### src/rtl/lcd_pkg.sv
// Shared definitions for the 1602 LCD bus arbiter: FSM state encoding,
// HD44780 command bytes, default tick counts and the captured-write record.
package lcd_pkg;

  typedef enum logic [2:0] {
    ST_IDLE  = 3'd0,
    ST_SETUP = 3'd1,
    ST_PULSE = 3'd2,
    ST_HOLD  = 3'd3,
    ST_WAIT  = 3'd4,
    ST_ACK   = 3'd5
  } lcd_state_e;

  localparam logic [7:0] CLEAR      = 8'h01;
  localparam logic [7:0] HOME       = 8'h02;
  localparam logic [7:0] HOME_ALT   = 8'h03;  // low bit is don't-care for return-home
  localparam logic [7:0] ENTRY_INC  = 8'h06;
  localparam logic [7:0] DISP_ON    = 8'h0C;
  localparam logic [7:0] FUNC_8B2L  = 8'h38;
  localparam logic [7:0] LINE1_ADDR = 8'h80;
  localparam logic [7:0] LINE2_ADDR = 8'hC0;

  localparam int DEF_EN_HIGH_TICKS   = 1;
  localparam int DEF_FAST_WAIT_TICKS = 1;
  localparam int DEF_SLOW_WAIT_TICKS = 2;

  typedef struct packed {
    logic       rs;
    logic [7:0] data;
  } lcd_wr_t;

  // Clear and return-home are the only commands needing the long settle time.
  function automatic logic is_slow_cmd(input lcd_wr_t wr);
    return !wr.rs && ((wr.data == CLEAR) || (wr.data == HOME) || (wr.data == HOME_ALT));
  endfunction

endpackage

### src/rtl/lcd_rr_arbiter.sv
// Two-way round-robin grant for the LCD bus. The pointer only moves on a
// completed write. Optional macro LCD_ARB_LOCK_EN adds per-requester locks
// that pin the bus to the last owner while its lock is held.
module lcd_rr_arbiter (
  input  logic       clock_1khz,
  input  logic       rst,
  input  logic [1:0] i_req,
`ifdef LCD_ARB_LOCK_EN
  input  logic [1:0] i_lock,
`endif
  input  logic       i_ack,
  input  logic       i_ack_idx,
  output logic       o_gnt_vld,
  output logic       o_gnt_idx
);

  logic r_prio;  // requester favoured when both are pending

`ifdef LCD_ARB_LOCK_EN
  logic r_hold;      // last owner finished with its lock still high
  logic r_hold_idx;
`endif

  // Grant selection; only consumed by the top while it sits in IDLE.
  always_comb begin
    o_gnt_vld = |i_req;
    o_gnt_idx = (i_req == 2'b11) ? r_prio : i_req[1];
`ifdef LCD_ARB_LOCK_EN
    if (r_hold && i_lock[r_hold_idx]) begin
      o_gnt_vld = i_req[r_hold_idx];
      o_gnt_idx = r_hold_idx;
    end
`endif
  end

  // Pointer update on each completed write.
  always_ff @(posedge clock_1khz or posedge rst) begin
    if (rst) begin
      r_prio     <= 1'b0;
`ifdef LCD_ARB_LOCK_EN
      r_hold     <= 1'b0;
      r_hold_idx <= 1'b0;
`endif
    end else if (i_ack) begin
`ifdef LCD_ARB_LOCK_EN
      if (i_lock[i_ack_idx]) begin
        r_hold     <= 1'b1;
        r_hold_idx <= i_ack_idx;
      end else begin
        r_hold     <= 1'b0;
        r_prio     <= ~i_ack_idx;
      end
`else
      r_prio <= ~i_ack_idx;
`endif
    end
  end

endmodule

### src/rtl/lcd_bus_arbiter.sv
// Shares one HD44780 8-bit parallel bus between two writers. Each granted
// write runs SETUP -> PULSE -> HOLD -> WAIT -> ACK on the 1 kHz tick.
// Optional macro LCD_ARB_LOCK_EN adds lock0/lock1 inputs that keep the bus
// with the current owner across a multi-write sequence.
module lcd_bus_arbiter
  import lcd_pkg::*;
#(
  parameter int EN_HIGH_TICKS   = DEF_EN_HIGH_TICKS,
  parameter int FAST_WAIT_TICKS = DEF_FAST_WAIT_TICKS,
  parameter int SLOW_WAIT_TICKS = DEF_SLOW_WAIT_TICKS
) (
  input  logic       clock_1khz,
  input  logic       rst,
  input  logic       req0,
  input  logic       rs0,
  input  logic [7:0] data0,
`ifdef LCD_ARB_LOCK_EN
  input  logic       lock0,
  input  logic       lock1,
`endif
  output logic       ack0,
  input  logic       req1,
  input  logic       rs1,
  input  logic [7:0] data1,
  output logic       ack1,
  output logic       lcd_en,
  output logic       lcd_rs,
  output logic       lcd_rw,
  output logic [7:0] lcd_data,
  output logic       busy,
  output logic       owner
);

  lcd_state_e r_state, w_state_nxt;
  lcd_wr_t    r_wr;        // captured write; also drives the bus pins
  logic       r_owner;
  logic [3:0] r_cnt;       // shared down-counter for PULSE and WAIT
  logic [3:0] w_wait_ticks;
  logic       w_gnt_vld, w_gnt_idx;
  logic       w_grant;

  assign w_wait_ticks = is_slow_cmd(r_wr) ? 4'(SLOW_WAIT_TICKS) : 4'(FAST_WAIT_TICKS);
  assign w_grant      = (r_state == ST_IDLE) && w_gnt_vld;

  lcd_rr_arbiter u_arb (
    .clock_1khz (clock_1khz),
    .rst        (rst),
    .i_req      ({req1, req0}),
`ifdef LCD_ARB_LOCK_EN
    .i_lock     ({lock1, lock0}),
`endif
    .i_ack      (r_state == ST_ACK),
    .i_ack_idx  (r_owner),
    .o_gnt_vld  (w_gnt_vld),
    .o_gnt_idx  (w_gnt_idx)
  );

  // State register; reset drops the strobe immediately and abandons the write.
  always_ff @(posedge clock_1khz or posedge rst) begin
    if (rst) r_state <= ST_IDLE;
    else     r_state <= w_state_nxt;
  end

  // Next-state sequencing of one bus write.
  always_comb begin
    w_state_nxt = r_state;
    case (r_state)
      ST_IDLE:  if (w_gnt_vld) w_state_nxt = ST_SETUP;
      ST_SETUP: w_state_nxt = ST_PULSE;
      ST_PULSE: if (r_cnt == 4'd0) w_state_nxt = ST_HOLD;
      ST_HOLD:  w_state_nxt = (w_wait_ticks == 4'd0) ? ST_ACK : ST_WAIT;
      ST_WAIT:  if (r_cnt == 4'd0) w_state_nxt = ST_ACK;
      ST_ACK:   w_state_nxt = ST_IDLE;
      default:  w_state_nxt = ST_IDLE;
    endcase
  end

  // Capture the winner's byte at grant and run the phase counter.
  always_ff @(posedge clock_1khz or posedge rst) begin
    if (rst) begin
      r_wr    <= '0;
      r_owner <= 1'b0;
      r_cnt   <= 4'd0;
    end else begin
      if (w_grant) begin
        r_owner <= w_gnt_idx;
        r_wr    <= w_gnt_idx ? lcd_wr_t'{rs: rs1, data: data1}
                             : lcd_wr_t'{rs: rs0, data: data0};
      end
      case (r_state)
        ST_SETUP: r_cnt <= 4'(EN_HIGH_TICKS - 1);
        ST_HOLD:  r_cnt <= w_wait_ticks - 4'd1;
        ST_PULSE,
        ST_WAIT:  if (r_cnt != 4'd0) r_cnt <= r_cnt - 4'd1;
        default:  r_cnt <= r_cnt;
      endcase
    end
  end

  // Pin and handshake outputs decoded from state; bus holds last byte when idle.
  always_comb begin
    lcd_en   = (r_state == ST_PULSE);
    lcd_rs   = r_wr.rs;
    lcd_data = r_wr.data;
    lcd_rw   = 1'b0;
    busy     = (r_state != ST_IDLE);
    owner    = r_owner;
    ack0     = (r_state == ST_ACK) && !r_owner;
    ack1     = (r_state == ST_ACK) &&  r_owner;
  end

endmodule

### config.mk
export PLATFORM = sky130hd
export DESIGN_NAME = lcd_bus_arbiter
export DESIGN_NICKNAME = d
export VERILOG_FILES = /design/src/rtl/lcd_pkg.sv /design/src/rtl/lcd_rr_arbiter.sv /design/src/rtl/lcd_bus_arbiter.sv
export SDC_FILE = /design/constraint.sdc
export NUM_CORES = 1
export LEC_CHECK = 0
export CAP_MARGIN = 20
export CORE_ASPECT_RATIO = 0.7
export CORE_MARGIN = 1.5
export CORE_UTILIZATION = 47
export DETAILED_ROUTE_END_ITERATION = 6
export PLACE_DENSITY = 0.95
export SLEW_MARGIN = 20
export SYNTH_ARGS = -nofsm -noshare
export SYNTH_HDL_FRONTEND = slang
export SYNTH_SLANG_ARGS = --single-unit
### constraint.sdc
create_clock -name clock_1khz -period 2.55 [get_ports clock_1khz]
set_input_delay 0.51 -clock clock_1khz [delete_from_list [all_inputs] [get_ports clock_1khz]]
set_output_delay 0.51 -clock clock_1khz [all_outputs]
set_load 0.1 [all_outputs]
==> results.json, run 1 <==
{
  "outcome": "finished clean",
  "ys_async_sr_fraction_pct": 100,
  "drt_iter0_markers": 47,
  "fin_crit_ns": 2.40,
  "slowest_delay_ns": 0.60,
  "cts_made_buffers": 3,
  "r2r_setup_slack_ns": 0.69,
  "port_buffers": 35,
  "h-tree-depth": 1,
  "grt_max_degree": 20,
  "die_h_um": 42.1,
  "dp_cells": 160,
  "utilization_pct": 71.9,
  "cts_buffer_depth": 2,
  "start_util_pct": 52.5,
  "setup_violations": 0,
  "antenna_found_initial": 0,
  "cp_slowest_cell": "dfrtp_1",
  "worstSetupStartpoint": "r_state[2]",
  "rsz0062_at_grt": "false",
  "hold_path_class": "register to register",
  "critPathLaunchType": "register",
  "final_area_um2": 1400,
  "max_cap_violations": 0,
  "gp_routability_congestion": 0.835,
  "crit_cells": 4,
  "n_antenna_cell": 0,
  "crit-reg2reg-capture": "r_cnt[1]",
  "ys.flop_type": "dfrtp_1",
  "cp_num_buf_inv": 1,
  "vias": 923,
  "post-cts-setup-buffer-count": 0,
  "cts_resized": 0,
  "hold_violations": 0,
  "ios": 37,
  "synth-seq-cells": 18,
  "cts_sinks": 18,
  "rr_worst_depth": 6,
  "synth_common_cells": "dfrtp_1 (18), nand2_1 (14), o21ai_1 (12)",
  "yosysWarningCount": 0,
  "fmax_ghz": 0.417,
  "path_class": "register to primary output",
  "final_nets": 167,
  "grt_pass1_wl_um": 4330,
  "dpl.hpwl_um": 2060,
  "fillers": 144,
  "final_layout_size_suffix_gt1_share_pct": 17.0,
  "drc": 0,
  "cts.clk_slew.worst_paths_ns": 0.10,
  "place_area_um2": 1380,
  "cp.arrival_ns": 1.89,
  "syn_inst": 109,
  "ctsHoldBuffers": 0,
  "yosysTopAreaCell": "dfrtp_1",
  "yosysMostFrequentCell": "dfrtp_1",
  "endpoint": "ack0",
  "syn-num-nets": 133,
  "cts_root_buffer": "clkbuf_4",
  "finalNonFillerCells": 163,
  "syn-cell-area_um2": 1020,
  "crit_chain": "nor2b_1 > nand2_1 > nor2_2 > buf_12",
  "drt-wirelength-per-cell_um": 16.3,
  "drt_wl_total_um": 2670,
  "synth_edf_count": 0,
  "ant_nets": 0,
  "core_area_um2": 1950,
  "synthTopCellsByArea": "dfrtp_1 (44%), mux2i_1 (8.8%), o21ai_1 (5.9%)",
  "fp.dieW_um": 58.8,
  "reg2reg_from": "r_cnt[0]",
  "grt-ovfl-total": 0,
  "clk_latency_ns": 0.29,
  "syn_avg_cell_area_um2": 9.40,
  "synth_cell_types": 40,
  "crit_required_ns": 2.04,
  "report.final.slew_viol_count": 0,
  "dieArea_um2": 2470,
  "area_growth_pct": 36.9,
  "crit_fanout": 13,
  "track_usage_pct": 23.4,
  "tritoncts": "yes",
  "period_share_pct": 94.1,
  "drtPass1Iterations": 4,
  "finalClockSkew_ns": 0.00221,
  "ys_seq_area_share_pct": 44.0,
  "max-slew-margin-rel_pct": 52.8,
  "rows": 13,
  "critPathTopFamily": "simple AND/OR/NAND/NOR gates",
  "synth_top_area_share_pct": 44.0,
  "vias_per_cell": 5.66,
  "fin_setup_tns_ns": 0,
  "end_kind": "primary output",
  "tightest_slew_ns": 0.707,
  "grt_pass1_vias": 924
}
-- cell type report --
class                           count  area [um^2]  area share (%)
Inverter                            5         18.8            1.34
Multi-Input combinational cell     79          523            37.3
Sequential cell                    18          450            32.1
Clock buffer                        3         22.5            1.61
Timing Repair Buffer               36          360            25.7
Tap cell                           22         27.5            1.96
-- per-stage QoR --
stage / worst slack (ns) / hold slack [ns]
floorplan: 0.0745 / 0.449
global placement: 0.675 / 0.478
detailed placement: 0.538 / 0.474
CTS: 0.171 / 0.496
global route: 0.0268 / 0.515
finish: 0.150 / 0.494
-- layout by cell type (no fill, tap or decap), types with 2 or more instances in the layout --
master	synthesis	final
clkbuf_4	0	3
nand2_1	14	14
mux2i_1	9	9
mux2_4	2	2
nor2b_1	5	5
inv_1	5	5
dfrtp_1	18	18
buf_12	0	3
nor2_1	6	5
nor3_1	3	3
clkdlybuf4s50_1	0	21
buf_4	1	12
o21ai_1	12	12
ha_1	2	2
nand3_1	2	2
-- layer usage --
layer	vias up	GRT usage, %	routed length, um
met5	-	0	0
met4	0	7.73	33
met3	4	4.94	105
met2	29	39.6	1390
met1	441	29.6	1140
li1	449	-	-
-- state kept, by name, summed over array words and instances, names as in the netlist --
signal	flops
r_state	3
r_cnt	4
lcd_data	8
lcd_rs	1
owner	1
u_arb.r_prio	1
-- worst min-delay path by stage --
stage,slack (ns),from,cells past startpoint,endpoint
2_1_floorplan,0.45,rst,1,lcd_data[0]
3_3_place_gp,0.48,u_arb.r_prio,1,u_arb.r_prio
3_5_place_dp,0.47,u_arb.r_prio,1,u_arb.r_prio
4_1_cts,0.50,u_arb.r_prio,1,u_arb.r_prio
5_1_grt,0.52,u_arb.r_prio,1,u_arb.r_prio
6_report,0.49,u_arb.r_prio,1,u_arb.r_prio
-- kinds of logic after synthesis --
family                     count (synthesis)  synth area share, %
DFF                                       18                 44.0
other                                      1                0.366
adders and majority gates                  2                 2.44
xor gates and xnor gates                   1                0.855
buffers and inverters                     12                 5.25
muxes                                     11                 11.7
AOI/OAI and AO/OA                         27                 17.7
and+or+nand+nor                           37                 17.7
-- worst register-to-register path, stage by stage (launching register included) --
cell     delay [ns]
dfrtp_1        0.42
inv_1          0.09
ha_1           0.16
or3b_1         0.47
a21oi_2        0.20
o21ai_2        0.10
mux2_4         0.32
Power of run 1 is not shown: default switching activity piles up to over one toggle a cycle in this logic, so the estimate is an artifact.
==> run 2: changes to the inputs <==
--- a/config.mk
+++ b/config.mk
@@ -10,7 +10,7 @@
 export CORE_MARGIN = 1.5
 export CORE_UTILIZATION = 47
 export DETAILED_ROUTE_END_ITERATION = 6
-export PLACE_DENSITY = 0.95
+export PLACE_DENSITY_LB_ADDON = 0.2
 export SLEW_MARGIN = 20
 export SYNTH_ARGS = -nofsm -noshare
 export SYNTH_HDL_FRONTEND = slang
==> run 2 against run 1 <==
Net effect:
- setup slack better by 0.047 ns
- global-route usage down 1.3 points
- critical path depth unchanged
- largest cell class unchanged
- critical endpoint unchanged
- register-to-register slack worse by 0.06 ns
- first-iteration DRC count down 11%
- final area up 0.98%
- sequential share of layout area down 0.31 points
- die area unchanged
- critical path type unchanged
- non-clock buffer count unchanged
==> results.json, run 2 (synthesis results as in run 1) <==
{
  "rsz0062_at_grt": "false",
  "grt_pass1_vias": 861,
  "end_kind": "primary output",
  "gp_routability_congestion": 0.859,
  "track_usage_pct": 22.1,
  "drt_wl_total_um": 2390,
  "grt_max_degree": 20,
  "setup_violations": 0,
  "cts_root_buffer": "clkbuf_4",
  "worst_slack_ns": 0.197,
  "ant_nets": 0,
  "cts_resized": 0,
  "cp.arrival_ns": 1.84,
  "vias_per_cell": 5.56,
  "cts_buffer_depth": 2,
  "final_cell_mix": "clkdlybuf4s50_1 (21), dfrtp_1 (18), nand2_1 (14)",
  "cts_made_buffers": 3,
  "cts_sinks": 18,
  "n_antenna_cell": 0,
  "layout_commonest_cell": "clkdlybuf4s50_1",
  "tightest_slew_ns": 0.697,
  "core_area_um2": 1950,
  "pre_cts_ws_ns": 0.557,
  "grt_pass1_wl_um": 3980,
  "h-tree-depth": 1,
  "antenna_found_initial": 0,
  "period_share_pct": 92.3,
  "fillers": 156,
  "seq_area_um2": 450,
  "port_buffers": 35,
  "ctsHoldBuffers": 0,
  "max-slew-margin-rel_pct": 53.5,
  "post-cts-setup-buffer-count": 0,
  "finalNonFillerCells": 164,
  "drc": 0,
  "fmax_ghz": 0.425,
  "hold_violations": 0,
  "fin_crit_ns": 2.35,
  "ios": 37,
  "grt-ovfl-total": 0,
  "fp.dieW_um": 58.8,
  "drt-wirelength-per-cell_um": 14.6,
  "hold_path_class": "register to register",
  "final_nets": 167,
  "report.final.slew_viol_count": 0,
  "dp_cells": 160,
  "final_layout_size_suffix_gt1_share_pct": 17.6,
  "max_cap_violations": 0,
  "area_growth_pct": 38.2,
  "outcome": "finished clean",
  "clk_latency_ns": 0.30,
  "tritoncts": "yes",
  "start_util_pct": 52.5,
  "multi_input_area_um2": 523,
  "critPathLaunchType": "register",
  "path_class": "register to primary output",
  "finalClockSkew_ns": 0.0124,
  "largest_reg_flops": 8,
  "fin_setup_tns_ns": 0,
  "dieArea_um2": 2470,
  "crit_required_ns": 2.04,
  "drtPass1Iterations": 4,
  "cts.clk_slew.worst_paths_ns": 0.11,
  "die_h_um": 42.1,
  "crit_fanout": 13,
  "drt_iter0_markers": 42,
  "dpl.hpwl_um": 1870,
  "rows": 13,
  "vias": 912
}
[run 2: critical path, stage by stage (launching register included)]
cell,delay [ns]
dfrtp_1,0.58
nor2b_1,0.41
nand2_1,0.15
nor2_2,0.19
buf_12,0.20
[run 2: per-stage QoR]
step,hold slack [ns],utilization [%],cell area (um^2)
3_5_place_dp,0.469,70.7,1380
3_3_place_gp,0.464,70.7,1380
2_1_floorplan,0.449,-,1030
6_report,0.488,72.6,1420
5_1_grt,0.535,72.6,1420
4_1_cts,0.495,72.6,1420
[run 2: final cells by class]
type                    count  area share (%)
clock buffers               4            2.56
inverters                   5            1.33
multi-input cells          79            36.9
flip-flops and latches     18            31.8
well taps                  22            1.94
repair buffers             36            25.4
[run 2: final timing paths]
path | from | endpoint | slack, ns | depth (start not counted)
hold / removal | u_arb.r_prio | u_arb.r_prio | 0.49 | 1
setup reg to reg | r_cnt[0] | r_cnt[1] | 0.63 | 6
setup / recovery | r_state[2] | ack0 | 0.20 | 4
hold reg to reg | u_arb.r_prio | u_arb.r_prio | 0.49 | 1
max in group asynchronous | rst | lcd_data[6] | 1.50 | 2
min in group asynchronous | rst | lcd_data[2] | 0.59 | 2
[run 2: metal layers]
metal	part of all wire (%)	vias to the layer above	global-route usage (%)
li1	-	449	-
met1	43	423	28.2
met2	48	36	34.9
met3	6.7	4	6.79
met4	1.4	0	8.18
met5	0	-	0
Power of run 2 is left out for the same reason.
==> run 3: changes to the inputs <==
--- a/config.mk
+++ b/config.mk
@@ -9,6 +9,7 @@
 export CORE_ASPECT_RATIO = 0.7
 export CORE_MARGIN = 1.5
 export CORE_UTILIZATION = 47
+export CTS_BUF_LIST = sky130_fd_sc_hd__clkbuf_4 sky130_fd_sc_hd__clkbuf_8 sky130_fd_sc_hd__clkbuf_16
 export DETAILED_ROUTE_END_ITERATION = 6
 export PLACE_DENSITY_LB_ADDON = 0.2
 export SLEW_MARGIN = 20
==> results of run 3 <==
Final layout, timing and power as in run 2 (identical DEF).
Power of run 3 is left out for the same reason.
